===== config.mk =====
export PLATFORM = sky130hd
export DESIGN_NAME = gmii_tx_frame_monitor
export DESIGN_NICKNAME = d
export VERILOG_FILES = /design/src/rtl/gmii_tx_frame_monitor.sv
export SDC_FILE = /design/constraint.sdc
export NUM_CORES = 1
export LEC_CHECK = 0
export CAP_MARGIN = 25
export CORE_UTILIZATION = 45
export DETAILED_ROUTE_END_ITERATION = 16
export PLACE_DENSITY_LB_ADDON = 0.15
export REMOVE_ABC_BUFFERS = 1
export SLEW_MARGIN = 0
export SYNTH_ARGS = -nofsm -noshare
export SYNTH_HDL_FRONTEND = slang
export SYNTH_SLANG_ARGS = --single-unit

===== constraint.sdc =====
create_clock -name gmii_tx_clk_i -period 7.8 [get_ports gmii_tx_clk_i]
set_input_delay 1.56 -clock gmii_tx_clk_i [delete_from_list [all_inputs] [get_ports gmii_tx_clk_i]]
set_output_delay 1.56 -clock gmii_tx_clk_i [all_outputs]
set_load 0.02 [all_outputs]

===== src/rtl/gmii_tx_frame_monitor.sv =====
// gmii_tx_frame_monitor
//   Passive checker for one GMII TX stream. Each frame (a maximal run of
//   gmii_tx_en_i=1) is parsed into preamble/SFD, dst MAC, src MAC,
//   EtherType, payload and FCS. One result record is published per frame,
//   and saturating ok/error frame counters are kept.
//
// Ports
//   gmii_tx_clk_i   clock, rising edge
//   gmii_rst_i      synchronous active-high reset
//   gmii_tx_data_i  TX byte
//   gmii_tx_en_i    TX enable (preamble through FCS)
//   gmii_tx_er_i    TX error
//   frm_valid_o     one-cycle pulse, result fields below are new
//   frm_dst_o       dst MAC, first wire byte in [47:40]
//   frm_src_o       src MAC, first wire byte in [47:40]
//   frm_type_o      EtherType, first wire byte in [15:8]
//   frm_sig_o       first 4 payload bytes, payload byte 0 in [31:24]
//   frm_len_o       payload length (body bytes minus FCS)
//   frm_fcs_o       last 4 bytes, first of them in [7:0]
//   frm_err_o       {ifg, txer, long, short, preamble}
//   frm_ok_cnt_o    frames reported without error (saturating)
//   frm_err_cnt_o   frames reported with error (saturating)
module gmii_tx_frame_monitor #(
    parameter int PREAMBLE_LEN = 7,
    parameter int MIN_PAYLOAD  = 46,
    parameter int MAX_PAYLOAD  = 1500,
    parameter int MIN_IFG      = 12,
    parameter int CNT_W        = 32
) (
    input  logic             gmii_tx_clk_i,
    input  logic             gmii_rst_i,
    input  logic [7:0]       gmii_tx_data_i,
    input  logic             gmii_tx_en_i,
    input  logic             gmii_tx_er_i,
    output logic             frm_valid_o,
    output logic [47:0]      frm_dst_o,
    output logic [47:0]      frm_src_o,
    output logic [15:0]      frm_type_o,
    output logic [31:0]      frm_sig_o,
    output logic [10:0]      frm_len_o,
    output logic [31:0]      frm_fcs_o,
    output logic [4:0]       frm_err_o,
    output logic [CNT_W-1:0] frm_ok_cnt_o,
    output logic [CNT_W-1:0] frm_err_cnt_o
);
    // Counter widths leave headroom so a saturated value never equals the target.
    localparam int PRE_W  = $clog2(PREAMBLE_LEN + 2);
    localparam int IDLE_W = $clog2(MIN_IFG + 2);
    localparam logic [PRE_W-1:0]  PRE_LEN_L = PRE_W'(PREAMBLE_LEN);
    localparam logic [IDLE_W-1:0] IFG_L     = IDLE_W'(MIN_IFG);
    localparam logic [10:0]       MIN_PAY_L = 11'(MIN_PAYLOAD);
    localparam logic [10:0]       MAX_PAY_L = 11'(MAX_PAYLOAD);
    localparam logic [7:0]        PRE_BYTE  = 8'h55;
    localparam logic [7:0]        SFD_BYTE  = 8'hD5;

    typedef enum logic [2:0] {S_IDLE, S_PRE, S_HDR, S_BODY, S_DROP} state_t;

    state_t              state_q, state_d;
    logic                post_rst_q;
    logic                silent_q, silent_d;
    logic [PRE_W-1:0]    pre_cnt_q, pre_cnt_d;
    logic [3:0]          hdr_cnt_q, hdr_cnt_d;
    logic [10:0]         body_cnt_q, body_cnt_d;
    logic [IDLE_W-1:0]   idle_cnt_q, idle_cnt_d;
    logic [47:0]         dst_q, dst_d, src_q, src_d;
    logic [15:0]         type_q, type_d;
    logic [31:0]         sig_q, sig_d, fcs_q, fcs_d;
    logic                err_pre_q, err_pre_d, err_txer_q, err_txer_d, err_ifg_q, err_ifg_d;

    logic                out_valid_q;
    logic [47:0]         out_dst_q, out_src_q;
    logic [15:0]         out_type_q;
    logic [31:0]         out_sig_q, out_fcs_q;
    logic [10:0]         out_len_q;
    logic [4:0]          out_err_q;
    logic [CNT_W-1:0]    ok_cnt_q, err_cnt_q;

    logic                report;
    logic [10:0]         res_len;
    logic                res_short, res_long;
    logic [4:0]          res_err;
    logic [47:0]         res_dst, res_src;
    logic [15:0]         res_type;

    // State and datapath registers
    always_ff @(posedge gmii_tx_clk_i) begin
        if (gmii_rst_i) begin
            state_q     <= S_IDLE;
            post_rst_q  <= 1'b1;
            silent_q    <= 1'b0;
            pre_cnt_q   <= '0;
            hdr_cnt_q   <= '0;
            body_cnt_q  <= '0;
            idle_cnt_q  <= IFG_L;
            dst_q       <= '0;
            src_q       <= '0;
            type_q      <= '0;
            sig_q       <= '0;
            fcs_q       <= '0;
            err_pre_q   <= 1'b0;
            err_txer_q  <= 1'b0;
            err_ifg_q   <= 1'b0;
            out_valid_q <= 1'b0;
            out_dst_q   <= '0;
            out_src_q   <= '0;
            out_type_q  <= '0;
            out_sig_q   <= '0;
            out_fcs_q   <= '0;
            out_len_q   <= '0;
            out_err_q   <= '0;
            ok_cnt_q    <= '0;
            err_cnt_q   <= '0;
        end else begin
            state_q     <= state_d;
            post_rst_q  <= 1'b0;
            silent_q    <= silent_d;
            pre_cnt_q   <= pre_cnt_d;
            hdr_cnt_q   <= hdr_cnt_d;
            body_cnt_q  <= body_cnt_d;
            idle_cnt_q  <= idle_cnt_d;
            dst_q       <= dst_d;
            src_q       <= src_d;
            type_q      <= type_d;
            sig_q       <= sig_d;
            fcs_q       <= fcs_d;
            err_pre_q   <= err_pre_d;
            err_txer_q  <= err_txer_d;
            err_ifg_q   <= err_ifg_d;
            out_valid_q <= report;
            if (report) begin
                out_dst_q  <= res_dst;
                out_src_q  <= res_src;
                out_type_q <= res_type;
                out_sig_q  <= sig_q;
                out_fcs_q  <= fcs_q;
                out_len_q  <= res_len;
                out_err_q  <= res_err;
                if (res_err == 5'd0) begin
                    if (ok_cnt_q != '1) ok_cnt_q <= ok_cnt_q + CNT_W'(1);
                end else begin
                    if (err_cnt_q != '1) err_cnt_q <= err_cnt_q + CNT_W'(1);
                end
            end
        end
    end

    // Next-state and datapath update
    always_comb begin
        state_d    = state_q;
        silent_d   = silent_q;
        pre_cnt_d  = pre_cnt_q;
        hdr_cnt_d  = hdr_cnt_q;
        body_cnt_d = body_cnt_q;
        dst_d      = dst_q;
        src_d      = src_q;
        type_d     = type_q;
        sig_d      = sig_q;
        fcs_d      = fcs_q;
        err_pre_d  = err_pre_q;
        err_txer_d = err_txer_q;
        err_ifg_d  = err_ifg_q;
        idle_cnt_d = gmii_tx_en_i ? '0 :
                     ((idle_cnt_q == IFG_L) ? idle_cnt_q : idle_cnt_q + 1'b1);

        if (state_q == S_IDLE) begin
            if (gmii_tx_en_i) begin
                // Frame start: clear everything so unreached fields report 0.
                dst_d      = '0;
                src_d      = '0;
                type_d     = '0;
                sig_d      = '0;
                fcs_d      = '0;
                hdr_cnt_d  = '0;
                body_cnt_d = '0;
                pre_cnt_d  = PRE_W'(1);
                err_pre_d  = 1'b0;
                err_txer_d = gmii_tx_er_i;
                err_ifg_d  = (idle_cnt_q < IFG_L);
                // A frame already in flight when reset released is dropped unreported.
                silent_d   = post_rst_q;
                if (post_rst_q) begin
                    state_d = S_DROP;
                end else if (gmii_tx_data_i == PRE_BYTE) begin
                    state_d = S_PRE;
                end else begin
                    state_d   = S_DROP;
                    err_pre_d = 1'b1;
                end
            end
        end else if (!gmii_tx_en_i) begin
            state_d = S_IDLE;
        end else begin
            err_txer_d = err_txer_q | gmii_tx_er_i;
            case (state_q)
                S_PRE: begin
                    if (gmii_tx_data_i == PRE_BYTE) begin
                        if (pre_cnt_q != '1) pre_cnt_d = pre_cnt_q + 1'b1;
                    end else if (gmii_tx_data_i == SFD_BYTE && pre_cnt_q == PRE_LEN_L) begin
                        state_d = S_HDR;
                    end else begin
                        state_d   = S_DROP;
                        err_pre_d = 1'b1;
                    end
                end
                S_HDR: begin
                    if (hdr_cnt_q < 4'd6)       dst_d  = {dst_q[39:0], gmii_tx_data_i};
                    else if (hdr_cnt_q < 4'd12) src_d  = {src_q[39:0], gmii_tx_data_i};
                    else                        type_d = {type_q[7:0], gmii_tx_data_i};
                    hdr_cnt_d = hdr_cnt_q + 4'd1;
                    if (hdr_cnt_q == 4'd13) state_d = S_BODY;
                end
                S_BODY: begin
                    case (body_cnt_q)
                        11'd0:   sig_d[31:24] = gmii_tx_data_i;
                        11'd1:   sig_d[23:16] = gmii_tx_data_i;
                        11'd2:   sig_d[15:8]  = gmii_tx_data_i;
                        11'd3:   sig_d[7:0]   = gmii_tx_data_i;
                        default: ;
                    endcase
                    // Newest byte enters at the top; oldest of the last four sits in [7:0].
                    fcs_d = {gmii_tx_data_i, fcs_q[31:8]};
                    if (body_cnt_q != 11'h7FF) body_cnt_d = body_cnt_q + 11'd1;
                end
                default: ;
            endcase
        end
    end

    // Result computed during the first en=0 cycle, registered for the pulse
    always_comb begin
        report    = (state_q != S_IDLE) && !gmii_tx_en_i && !silent_q;
        res_len   = (body_cnt_q < 11'd4) ? 11'd0 : body_cnt_q - 11'd4;
        res_short = (state_q == S_PRE) || (state_q == S_HDR) ||
                    ((state_q == S_BODY) && (res_len < MIN_PAY_L));
        res_long  = (state_q == S_BODY) && (res_len > MAX_PAY_L);
        res_err   = {err_ifg_q, err_txer_q, res_long, res_short, err_pre_q};
        res_dst   = (hdr_cnt_q >= 4'd6)  ? dst_q  : 48'd0;
        res_src   = (hdr_cnt_q >= 4'd12) ? src_q  : 48'd0;
        res_type  = (hdr_cnt_q >= 4'd14) ? type_q : 16'd0;
    end

    assign frm_valid_o   = out_valid_q;
    assign frm_dst_o     = out_dst_q;
    assign frm_src_o     = out_src_q;
    assign frm_type_o    = out_type_q;
    assign frm_sig_o     = out_sig_q;
    assign frm_len_o     = out_len_q;
    assign frm_fcs_o     = out_fcs_q;
    assign frm_err_o     = out_err_q;
    assign frm_ok_cnt_o  = ok_cnt_q;
    assign frm_err_cnt_o = err_cnt_q;

endmodule

# == Yosys cells after proc, flatten, opt, wreduce, memory -nomap -nowiden ==
# Cells that the tools add are included.
# classes
add_sub_neg,7
n_lt_le_gt_ge,9
n_eq_ne,24
mux,69
bitwise_logic,2
reduce_logical,42
# op_table
op,count
2-to-1 mux 48 bit,12
2-to-1 mux 32 bit,7
2-to-1 mux 16 bit,7
2-to-1 mux 11 bit,6
adder 32 x 1 -> 32 bit (second input constant),2
inequality test 32 bit (second input constant),2
2-to-1 mux 4 bit,12
2-to-1 mux 8 bit,4
2-to-1 mux 3 bit,8
AND reduction 3 bit,8
nonzero test 2 bit,12
== test 11 x 2 -> 1 bit (second input constant),2
AND reduction 4 bit,5
adder 4 x 1 -> 4 bit (second input constant),3
2-to-1 mux 1 bit,12
inequality test 2 bit (second input constant),6
inequality test 4 bit (second input constant),3
adder 11 x 1 -> 11 bit (second input constant),1
== test 11 x 1 -> 1 bit (second input constant),1
greater-than comparator 11 bit (second input constant),1
zero test 11 bit,1
less-than comparator 11 x 3 -> 1 bit (second input constant),1
less-than comparator 11 x 6 -> 1 bit (second input constant),1
inequality test 11 bit (second input constant),1
23 further kinds,35
# totals
regBits,464
in_bits,12
output_inout_bits,257
word_cells,182

# == Longest topological paths before layout ==
# Gate-level depths: netlist (run 1).
# logic_depth
depth_word,8
ltp_mapped,13
mapped_depth_nobuf,9

# == Least setup slack after synthesis (run 1) ==
# No wires, ideal clock.
# synth_timing
kind,in2reg
start,input gmii_tx_en_i
end,register body_cnt_q[6]
setup_time_ns,0.128
arrival_time_ns,3.247
t_required_ns,7.672
path_slack_ns,4.425
path_stages,7
path_buffers,0
cell_sequence,nor4b_1 nor2_1 a31oi_1 nand2b_1 or2_2 xnor2_1 nor2_1
# synth_between
elab_chain_len,1
# synth_rtl
element,line,rtl
from (decl),33,"input logic gmii_tx_en_i,"
AND reduction 3 bit (no line),-,
to (signal assigned),119,body_cnt_q <= body_cnt_d;
to (decl),63,"logic [10:0] body_cnt_q, body_cnt_d;"
# Every way passes these cells.
# A chain may end at the register's enable or synchronous reset.

# == Worst setup path in the final report (run 1) ==
# Ends and elaborated chain as after synthesis.

==> impl_metrics.json, run 1 <==
{
  "outcome": "finished clean",
  "syn_to_final_growth_pct": 25.85,
  "place.gp.congestion": 0.8008,
  "synthTopCellsByArea": "dfxtp_1, a21oi_1, nand2_1, a22o_1, nand3_1",
  "grt_antenna_before_repair": 0,
  "worstPathRequired_ns": 8.26,
  "synth_top_area_frac": 0.5288,
  "syn_inst": 1993,
  "async_flop_share": 0,
  "avgSynthCellArea_um2": 8.814,
  "dr.pass1.iters": 5,
  "avgRoutedWirePerCell_um": 16.79,
  "ctsHoldBuffers": 0,
  "synthFlopType": "dfxtp_1",
  "swShare": 0.2464,
  "h-tree-depth": 2,
  "vias": 15070,
  "finClkSkew_ns": 0.01109,
  "seq_area_frac_synth": 0.5288,
  "synth_top_family_by_area": "compound AO/OA/AOI/OAI gates",
  "crit_arrival_ns": 4.59,
  "cts_sinks": 464,
  "synth_xor_area_frac": 0.009972,
  "p_clk_frac": 0.461,
  "post-route-drc-count": 0,
  "synth_compound_area_frac": 0.2016,
  "clk_pin_slew_ns": 0.06,
  "synth_common_cells": "dfxtp_1, nand2_1, a21oi_1",
  "clock_path_buffers": 3,
  "cts_made_buffers": 49,
  "maxSlewHeadroom": 0.3392,
  "maxCapViolations": 0,
  "rsz0062_at_grt": "false",
  "yosys.area_share.simple": 0.1999,
  "dp.final_hpwl_um": 28440,
  "synth_fa_ha_area_frac": 0.01068,
  "tritoncts": "built",
  "core-area_mm2": 0.03856,
  "crit_start": "gmii_tx_en_i",
  "drtAntennaViolNets": 0,
  "syn_area_mm2": 0.01757,
  "start_util": 0.4556,
  "fin_nets": 2188,
  "via_per_inst": 5.558,
  "cts-root-buf": "clkbuf_16",
  "grt_pass1_vias": 13760,
  "hp-class": "flip-flop to flip-flop",
  "tightest_slew_ns": 0.9774,
  "p_leak_nw": 7.364,
  "groute.usage.overall": 0.2227,
  "n_antenna_cell": 0,
  "place_area_mm2": 0.02044,
  "grt_max_degree": 109,
  "synth_edf_count": 0,
  "die_h_um": 199.6,
  "tns_ns": 0,
  "yosysTopAreaCell": "dfxtp_1",
  "finalCritPeriodShare": 0.5300,
  "num_rows": 72,
  "cp-end-kind": "flip-flop",
  "fmax_mhz": 241.9,
  "yosysWarnings": 0,
  "min_from": "src_q[40]",
  "die_w_um": 199.6,
  "timing.rr.start": "body_cnt_q[2]",
  "report.final.slew_viol_count": 0,
  "cts_resized": 0,
  "dieArea_mm2": 0.03983,
  "overflow": 0,
  "utilization": 0.5734,
  "drtIter0Drc": 871,
  "port_buffers": 268,
  "ys_types": 65,
  "nFillCells": 3564,
  "period_needed_ns": 4.134,
  "start_kind": "input port",
  "intPower_mw": 3.922,
  "seq_power_share": 0.464,
  "drive_above_1_share": 0.06062,
  "synth_mux_area_frac": 0.007479,
  "ir_worst_vdd_mv": 0.1566,
  "routed_wl_um": 45530,
  "synth.most_common_cell": "dfxtp_1",
  "hold_violations": 0,
  "fin_area_mm2": 0.02211,
  "p_comb_frac": 0.075,
  "grt_pass1_wl_um": 72330,
  "crit_fanout": 34,
  "clk_latency_ns": 0.58,
  "setup_violations": 0,
  "ys_seq_elements": 464,
  "switchingPower_mw": 1.282,
  "postCtsSetupRepairBufs": 0,
  "pwr_density_cell_mw_per_mm2": 235.4,
  "ios": 269,
  "critPathKind": "input port to flip-flop"
}
[placed cells by master, fill, tap and decap left out, drive strengths merged, types with 6 or more instances in the layout]
cell type | synthesis | final
dfxtp | 464 | 464
nand2 | 294 | 294
clkdlybuf4s50 | 0 | 267
a21oi | 247 | 247
nand3 | 150 | 150
nor2 | 128 | 128
a22o | 111 | 111
clkbuf | 148 | 67
o21ai | 48 | 48
or3 | 41 | 41
a22oi | 40 | 40
a32oi | 33 | 33
nor3 | 30 | 30
inv | 24 | 25
nand4 | 17 | 17
buf | 19 | 17
and3 | 16 | 16
ha | 15 | 15
xnor2 | 14 | 14
o31ai | 14 | 14
or4 | 14 | 14
nor2b | 10 | 10
and2 | 10 | 10
clkinv | 0 | 10
o21a | 10 | 10
or2 | 9 | 9
mux2 | 9 | 9
nor4 | 9 | 9
nand2b | 7 | 7
and4 | 6 | 6
xor2 | 6 | 6
a311oi | 6 | 6
bufinv | 0 | 6
[sequential cells by signal, summed over array words and instances, names as in the netlist, 16 cells and up]
| name | cells |
|---|---|
| dst_q | 48 |
| frm_dst_o | 48 |
| frm_src_o | 48 |
| src_q | 48 |
| fcs_q | 32 |
| frm_err_cnt_o | 32 |
| frm_fcs_o | 32 |
| frm_ok_cnt_o | 32 |
| frm_sig_o | 32 |
| sig_q | 32 |
| frm_type_o | 16 |
| type_q | 16 |
[layout make-up]
type                    count  area (µm²)  share of cell area
repair buffers            284        2808              0.1270
inverters                  24       90.09            0.004075
clock buffers              67        1405             0.06356
clock inverters            17       261.5             0.01183
well taps                 518       648.1             0.02932
multi-input cells        1338        7606              0.3440
flip-flops and latches    464        9289              0.4202
[power by group through the flow]
stage                     Clock (mW)  Sequential (mW)  Combinational (mW)
after floorplan                    0             2.47               0.206
after global placement             0             2.47               0.386
after detailed placement           0             2.47               0.391
after CTS                       2.46             2.42               0.392
after global routing            2.55             2.42               0.427
final                           2.40             2.42               0.388
[cell families after synthesis]
group,Yosys count
buffers and inverters,191
adders and majority gates,15
DFF,464
xor gates and xnor gates,20
muxes,12
AOI/OAI and AO/OA,538
and+or+nand+nor,753
[critical path, cell delays in order]
cell             delay [ns]
clkdlybuf4s50_1        0.76
nor4b_1                0.85
nor2_2                 0.07
buf_4                  0.27
a31oi_1                0.44
nand2b_1               0.14
or2_2                  0.30
xnor2_1                0.14
nor2_1                 0.05
[through the flow]
stage	setup slack (ns)	hold WS [ns]	std cells	power (mW)
6_report	3.666	0.4501	2712	5.204
3_5_place_dp	3.081	0.4435	2628	2.858
2_1_floorplan	-2.785	0.4254	1826	2.674
3_3_place_gp	3.137	0.4387	2627	2.852
5_1_grt	3.378	0.4659	2712	5.393
4_1_cts	3.698	0.4527	2712	5.265
[routing by layer]
metal | track usage | vias up | routed length [µm]
li1 | - | 7429 | -
met1 | 0.2971 | 7228 | 20590
met2 | 0.3495 | 355 | 20760
met3 | 0.05620 | 61 | 3167
met4 | 0.07464 | 0 | 1012
met5 | 0 | - | 0
[final timing paths]
path	cells after the start	slack [ns]	endpoint
worst max-delay path	9	3.67	body_cnt_q[6]
worst min register to register	2	0.45	src_q[40]
worst max register to register	9	3.81	frm_ok_cnt_o[18]
worst min-delay path	2	0.45	src_q[40]
Power figures use the tool's default switching activity.
==> inputs of run 2 (changes only) <==
==> constraint.sdc (replaced) <==
create_clock -name gmii_tx_clk_i -period 3.4 [get_ports gmii_tx_clk_i]
set_input_delay 0.68 -clock gmii_tx_clk_i [delete_from_list [all_inputs] [get_ports gmii_tx_clk_i]]
set_output_delay 0.68 -clock gmii_tx_clk_i [all_outputs]
set_load 0.02 [all_outputs]
==> run 2 against run 1 <==
Via count is 0.17% higher. Die area unchanged. Non-clock buffer count up 34. Clock skew rose by 0.0045 ns. Global-route usage is 0.95 points higher. Largest cell class unchanged.
==> impl_metrics.json, run 2 (synthesized netlist as in run 1, its figures left out) <==
{
  "start_kind": "flip-flop",
  "cts-root-buf": "clkbuf_16",
  "setup_violations": 0,
  "finalCritPeriodShare": 0.9305,
  "outcome": "finished clean",
  "dp.final_hpwl_um": 30100,
  "rsz0062_at_grt": "false",
  "die_w_um": 199.6,
  "dr.pass1.iters": 5,
  "crit_fanout": 12,
  "via_per_inst": 5.507,
  "cp-end-kind": "flip-flop",
  "nFillCells": 3540,
  "tightest_slew_ns": 0.8791,
  "final_cell_mix": "dfxtp_1, nand2_1, clkdlybuf4s50_1",
  "tns_ns": 0,
  "grt_antenna_before_repair": 0,
  "drtAntennaViolNets": 0,
  "tritoncts": "built",
  "fmax_mhz": 316.1,
  "groute.usage.overall": 0.2322,
  "start_util": 0.4556,
  "grt_pass1_vias": 13850,
  "syn_to_final_growth_pct": 26.95,
  "p_leak_nw": 7.482,
  "cts_made_buffers": 49,
  "hold_violations": 0,
  "ios": 269,
  "critPathTopFamily": "simple AND/OR/NAND/NOR gates",
  "drive_above_1_share": 0.07239,
  "avgRoutedWirePerCell_um": 17.18,
  "ir_worst_vdd_mv": 0.3747,
  "drtIter0Drc": 960,
  "ctsHoldBuffers": 0,
  "dieArea_mm2": 0.03983,
  "fin_nets": 2222,
  "maxSlewHeadroom": 0.4094,
  "place.gp.congestion": 0.8442,
  "pwr_density_cell_mw_per_mm2": 519.5,
  "clock_path_buffers": 3,
  "report.final.slew_viol_count": 0,
  "num_rows": 72,
  "worstPathRequired_ns": 3.90,
  "hp-class": "flip-flop to flip-flop",
  "grt_pass1_wl_um": 74910,
  "crit_buf_inv": 1,
  "die_h_um": 199.6,
  "routed_wl_um": 47120,
  "core-area_mm2": 0.03856,
  "cts_sinks": 464,
  "finClkSkew_ns": 0.01557,
  "port_buffers": 268,
  "h-tree-depth": 2,
  "vias": 15100,
  "overflow": 0,
  "critPathKind": "flip-flop to flip-flop",
  "grt_max_degree": 198,
  "clk_latency_ns": 0.58,
  "period_needed_ns": 3.164,
  "n_antenna_cell": 0,
  "path_cells": "inv_1 > ha_1 > or4b_1 > o21a_1 > o221a_2 > a41oi_4 > nand4_1 > or3_1 > a21oi_1",
  "clk_pin_slew_ns": 0.06,
  "post-route-drc-count": 0,
  "utilization": 0.5784,
  "maxCapViolations": 0,
  "final_common_cell": "dfxtp_1",
  "slowest_stage": "or4b_1",
  "max_stage_delay_ns": 0.61,
  "crit_arrival_ns": 3.66
}
-- run 2: cell count changes in the layout (fill, tap and decap cells not counted), sizes merged --
cell    change
clkbuf      +5
bufinv      -5
clkinv      -3
buf        +34
inv         -1
-- run 2: power by group --
part	total, mW	switching [mW]	internal [mW]
combinational	0.976	0.753	0.223
sequential	5.54	0.0529	5.49
clock	5.07	2.10	2.97
total	11.6	2.91	8.68
-- run 2: timing repair --
action,4_1_cts,5_1_grt
endpoints found under the setup margin,0,11
buffers inserted,0,1
gates resized for setup,0,2
-- run 2: path summary, 6_finish.rpt --
kind / to / cells after the start / startpoint / slack (ns)
max: frm_ok_cnt_o[21] / 9 / body_cnt_q[2] / 0.24
min: src_q[40] / 2 / src_q[40] / 0.45
max reg2reg: frm_ok_cnt_o[21] / 9 / body_cnt_q[2] / 0.24
min reg2reg: src_q[40] / 2 / src_q[40] / 0.45
-- run 2: through the flow --
stage          worst slack, ns  hold WS (ns)  cells  area (µm²)  power [mW]
2_1_floorplan           -6.371        0.4254   1826       16930       6.134
3_3_place_gp            0.2120        0.4373   2661       20780       6.623
3_5_place_dp            0.1579        0.4445   2661       20780       6.637
4_1_cts                 0.1730        0.4391   2741       22290       11.70
5_1_grt                0.02561        0.4600   2742       22300       12.03
6_report                0.2363        0.4486   2742       22300       11.58
-- run 2: worst min-delay path, cell delays in order, from the launching register on --
cell and delay (ns):
dfxtp_1 0.31, nand2_1 0.05, a21oi_1 0.05
-- run 2: layout make-up --
class                      instances  area (µm²)  area share
clock buffer                      72        1434     0.06430
clock inverter                     8       76.32    0.003422
inverter                          24       90.09    0.004039
multi-input combinational       1338        7614      0.3414
sequential                       464        9289      0.4165
tap                              518       648.1     0.02906
timing repair buffer             318        3151      0.1413
-- run 2: layer usage --
layer  vias to the layer above  global-route usage  share of wire
met1                      7173              0.3172           0.45
met3                        58             0.05350          0.070
met4                         0             0.07294          0.021
li1                       7488                   -              -
met2                       380              0.3614           0.45
met5                         -                   0              0
